`config.mk`:
```
export PLATFORM = sky130hd
export DESIGN_NAME = seq_detect_1011
export DESIGN_NICKNAME = d
export VERILOG_FILES = /design/src/rtl/seq_detect_pkg.sv /design/src/rtl/sat_counter.sv /design/src/rtl/seq_detect_1011.sv
export SDC_FILE = /design/constraint.sdc
export NUM_CORES = 1
export LEC_CHECK = 0
export CAP_MARGIN = 20
export CORE_AREA = 5 5 42 44
export CTS_CLUSTER_SIZE = 24
export DETAILED_ROUTE_END_ITERATION = 10
export DIE_AREA = 0 0 47 49
export GPL_TIMING_DRIVEN = 0
export PLACE_DENSITY_LB_ADDON = 0.05
export SYNTH_ARGS = -nofsm -noshare
export SYNTH_HDL_FRONTEND = slang
export SYNTH_SLANG_ARGS = --single-unit
```
`constraint.sdc`:
```
create_clock -name Clk -period 2.7 [get_ports Clk]
set_input_delay 0.405 -clock Clk [delete_from_list [all_inputs] [get_ports Clk]]
set_output_delay 0.405 -clock Clk [all_outputs]
set_load 0.01 [all_outputs]
```
`src/rtl/seq_detect_pkg.sv`:
```
// Shared state encoding, pattern constant and next-state function for the 1011 detector.
package seq_detect_pkg;

  typedef enum logic [2:0] {
    StIdle = 3'd0,
    StG1   = 3'd1,
    StG10  = 3'd2,
    StG101 = 3'd3,
    StHit  = 3'd4
  } state_e;

  localparam logic [3:0] Pattern = 4'b1011;

  // Overlapping MSB-first search; unused codes fall back to idle.
  function automatic state_e next_state(input state_e cur, input logic din);
    state_e nxt;
    case (cur)
      StIdle:  nxt = (din == Pattern[3]) ? StG1   : StIdle;
      StG1:    nxt = (din == Pattern[2]) ? StG10  : StG1;
      StG10:   nxt = (din == Pattern[1]) ? StG101 : StIdle;
      StG101:  nxt = (din == Pattern[0]) ? StHit  : StG10;
      StHit:   nxt = din ? StG1 : StG10;
      default: nxt = StIdle;
    endcase
    return nxt;
  endfunction

endpackage

```
`src/rtl/sat_counter.sv`:
```
// Saturating up-counter with synchronous reset and clear; clear wins over increment.
module sat_counter #(
  parameter int unsigned CNT_W = 8
) (
  input  logic             Clk,
  input  logic             Rst,
  input  logic             Clr,
  input  logic             Inc,
  output logic [CNT_W-1:0] Count
);

  localparam logic [CNT_W-1:0] MaxVal = {CNT_W{1'b1}};

  logic [CNT_W-1:0] count_q;

  always_ff @(posedge Clk) begin
    if (Rst || Clr) begin
      count_q <= '0;
    end else if (Inc && (count_q != MaxVal)) begin
      count_q <= count_q + 1'b1;
    end
  end

  assign Count = count_q;

endmodule

```
`src/rtl/seq_detect_1011.sv`:
```
// Moore detector for serial pattern 1011 with overlap and a registered one-cycle Match.
// Match counter is built only when SEQ_DETECT_COUNT_EN is defined; otherwise Count is 0.
module seq_detect_1011
  import seq_detect_pkg::*;
#(
  parameter int unsigned CNT_W = 8
) (
  input  logic             Clk,
  input  logic             Rst,
  input  logic             Din,
  input  logic             En,
  input  logic             Clr,
  output logic             Match,
  output logic [CNT_W-1:0] Count,
  output logic [2:0]       State
);

  state_e state_q;
  state_e state_d;
  logic   match_q;
  logic   illegal;

  assign state_d = next_state(state_q, Din);
  assign illegal = (state_q > StHit);

  always_ff @(posedge Clk) begin
    if (Rst) begin
      state_q <= StIdle;
      match_q <= 1'b0;
    end else if (En) begin
      state_q <= state_d;
      match_q <= (state_d == StHit);
    end else begin
      // Stalled edge: hold state, but never repeat a Match pulse.
      state_q <= illegal ? StIdle : state_q;
      match_q <= 1'b0;
    end
  end

  assign Match = match_q;
  assign State = state_q;

`ifdef SEQ_DETECT_COUNT_EN
  logic inc;
  assign inc = En && (state_d == StHit);

  sat_counter #(
    .CNT_W (CNT_W)
  ) u_sat_counter (
    .Clk   (Clk),
    .Rst   (Rst),
    .Clr   (Clr),
    .Inc   (inc),
    .Count (Count)
  );
`else
  logic unused_clr;
  assign unused_clr = Clr;
  assign Count      = {CNT_W{1'b0}};
`endif

endmodule

```
==> flow_summary.yaml, run 1 <==
outcome:
  status: "complete, no violations"
die:
  core-area_mm2: 0.001401
  dieHeight_um: 49
  die_w_um: 47
  rows: 14
  design.die.area_mm2: 0.002303
  num_io_pins: 17
  start_util_pct: 18.30
yosys:
  synth_xor_xnor_area_share_pct: 0
  ys_warn_count: 0
  synth-seq-area-share_pct: 31.22
  ys_ff_latch: 4
  synthCells: 31
  synthAdderAreaFrac_pct: 0
  synth_top_family_by_area: "simple AND/OR/NAND/NOR gates"
  synth_cell_types: 15
  synth.area.mux_share_pct: 0
  syn-mean-instance-area_um2: 8.274
  yosys.area_share.simple_pct: 25.85
  synth-compound-area-share_pct: 16.59
  netlist_area_um2: 256.5
grt:
  antenna_found_initial: 0
  grt_pass1_vias: 236
  overflow: 0
  grt_pass1_wl_um: 959
  grt_max_degree: 8
  track_usage_pct: 6.272
layout:
  layout-drive-gt1-share_pct: 27.08
  antenna_cells: 0
  regArea_um2: 80.08
  syn_to_final_growth_pct: 54.15
  finalNetCount: 55
  n_fill_cell: 164
  multi_input_area_um2: 138.9
  fin_area_um2: 395.4
  layout_common_cells: "buf_4, conb_1, clkdlybuf4s50_1, dfxtp_1"
drt:
  initialDrtViolationCount: 1
  viasPerCell: 3.656
  first_pass_iters: 2
  vias: 234
  wl_per_cell_um: 8.750
  ant_nets: 0
  drt_wl_total_um: 560
  drcViolationCount: 0
place:
  io_buffers: 7
  place_area_um2: 372.9
  gp_congestion: 0.6661
  pre_cts_ws_ps: 1188
  dp_hpwl_um: 454.8
worst_setup_path:
  critPathMaxFanout: 7
  startpoint_type: "register"
  cp_cell_sequence: "clkdlybuf4s50_1"
  crit_buf_inv: 1
  cp.arrival_ps: 1210
  path_class: "reg -> out"
  cpPeakStageDelay_ps: 570
  critPathSlowestCell: "clkdlybuf4s50_1"
  crit_required_ps: 2300
  cp-end-kind: "output port"
  cp_top_family: "buffers and inverters"
timing:
  finalCritPeriodShare_pct: 59.74
  final_max_slew_viol_count: 0
  fin_crit_ps: 1613
  rsz0062_at_grt: "false"
  max_freq_mhz: 619.9
  finClkSkew_ps: 5.912
  setup_ws_ps: 1087
  tns_ps: 0
  setup_viol: 0
  hold_viol_final: 0
hold_path:
  hp-class: "reg -> reg"
power:
  ir_drop_mv: 0.1497
  p_leak_nw: 0.1756
  power_density_mw_per_mm2: 445.6
  power_mw: 0.1762
clocking:
  clockRootBuffer: "clkbuf_4"
  numCtsBuffers: 3
  h-tree-depth: 1
  numClockSinks: 4
  cts_resized: 0
  cts_tree: "built"
  cts_hold_buffers: 0
  insertion_delay_ps: 240
  clk_pin_slew_ps: 40
  postCtsSetupBuffers: 0
  clock_path_buffers: 2
job:
  drv_cap: 0
-- final timing paths --
check / from / to / slack (ps) / cells after the start
setup / recovery: State[0]$_SDFFE_PP0P_ / State[0] / 1090 / 1
setup reg to reg: State[2]$_SDFFE_PP0P_ / State[0]$_SDFFE_PP0P_ / 1670 / 3
hold / removal: State[1]$_SDFFE_PP0P_ / Match$_SDFF_PP0_ / 530 / 2
hold reg to reg: State[1]$_SDFFE_PP0P_ / Match$_SDFF_PP0_ / 530 / 2
-- per-stage QoR --
step                      std cells  utilization, %  hold slack [ps]
after floorplan                  38               -            474.1
after global placement           61           26.61            523.9
after detailed placement         61           26.61            512.5
after CTS                        64           28.21            534.6
after global routing             64           28.21            571.2
final                            64           28.21            532.7
-- sequential cells by signal (all words and copies together), names as in the netlist --
| register | flops |
|---|---|
| Match | 1 |
| State | 3 |
-- logic make-up (layout without fill, tap and decap cells) --
kind of cell	after synthesis	in the layout
other cells	1	8
simple gates	10	10
buf+inv	9	19
flops	4	4
compound gates	7	7
-- routing by layer --
layer | vias up | track usage (%) | part of all wire, %
met3 | 2 | 1.476 | 7.3
met2 | 8 | 8.824 | 53
met5 | - | 0 | 0
met1 | 101 | 6.167 | 37
met4 | 0 | 8.295 | 2.7
li1 | 123 | - | -
-- report_power, final --
group / internal (mW) / switching, mW / leakage (nW)
clock network: 0.0497 / 0.0248 / 0.0138
logic: 0.0216 / 0.0158 / 0.129
registers: 0.0616 / 0.00274 / 0.0325
total: 0.133 / 0.0433 / 0.176
-- worst reg2reg max path, delay by kind of cell, from the launching register on --
family	cells	cell delay (ps)
flops	1	390
simple gates	1	260
compound gates	2	260
-- final cells by class --
cell class                      count  area share [%]
Buffer                              8           15.19
Clock buffer                        3           5.696
Inverter                            1          0.9494
Multi-Input combinational cell     25           35.13
Sequential cell                     4           20.25
Tap cell                           16           5.063
Timing Repair Buffer                7           17.72
-- cell usage after synthesis --
cell      instances  area, um2
a211o_1           1      8.760
a21oi_1           3      15.01
a31oi_1           1      6.260
and2b_1           1      7.510
and2b_2           2      17.52
buf_4             8      60.06
conb_1            1      3.750
dfxtp_1           4      80.08
inv_1             1      3.750
nand2b_1          2      12.51
nand4_1           1      6.260
nor2_1            2      7.510
nor3b_1           2      15.01
o211ai_1          1      7.510
o21ai_0           1      5.000
(Power assumes the default switching activity.)
==> run 2, diff against run 1 <==
==> constraint.sdc (replaced) <==
create_clock -name Clk -period 1.5 [get_ports Clk]
set_input_delay 0.225 -clock Clk [delete_from_list [all_inputs] [get_ports Clk]]
set_output_delay 0.225 -clock Clk [all_outputs]
set_load 0.01 [all_outputs]
==> results of run 2 <==
The final DEF is identical to that of run 1. Status: complete, no violations.
Main changes from that run: setup slack after placement 1188 ps -> 167.7 ps; setup slack after layout 1087 ps -> 66.94 ps; register-to-register setup slack 1670 ps -> 470 ps; total power 0.1762 mW -> 0.3171 mW; worst IR drop on VDD 0.1497 mV -> 0.2695 mV
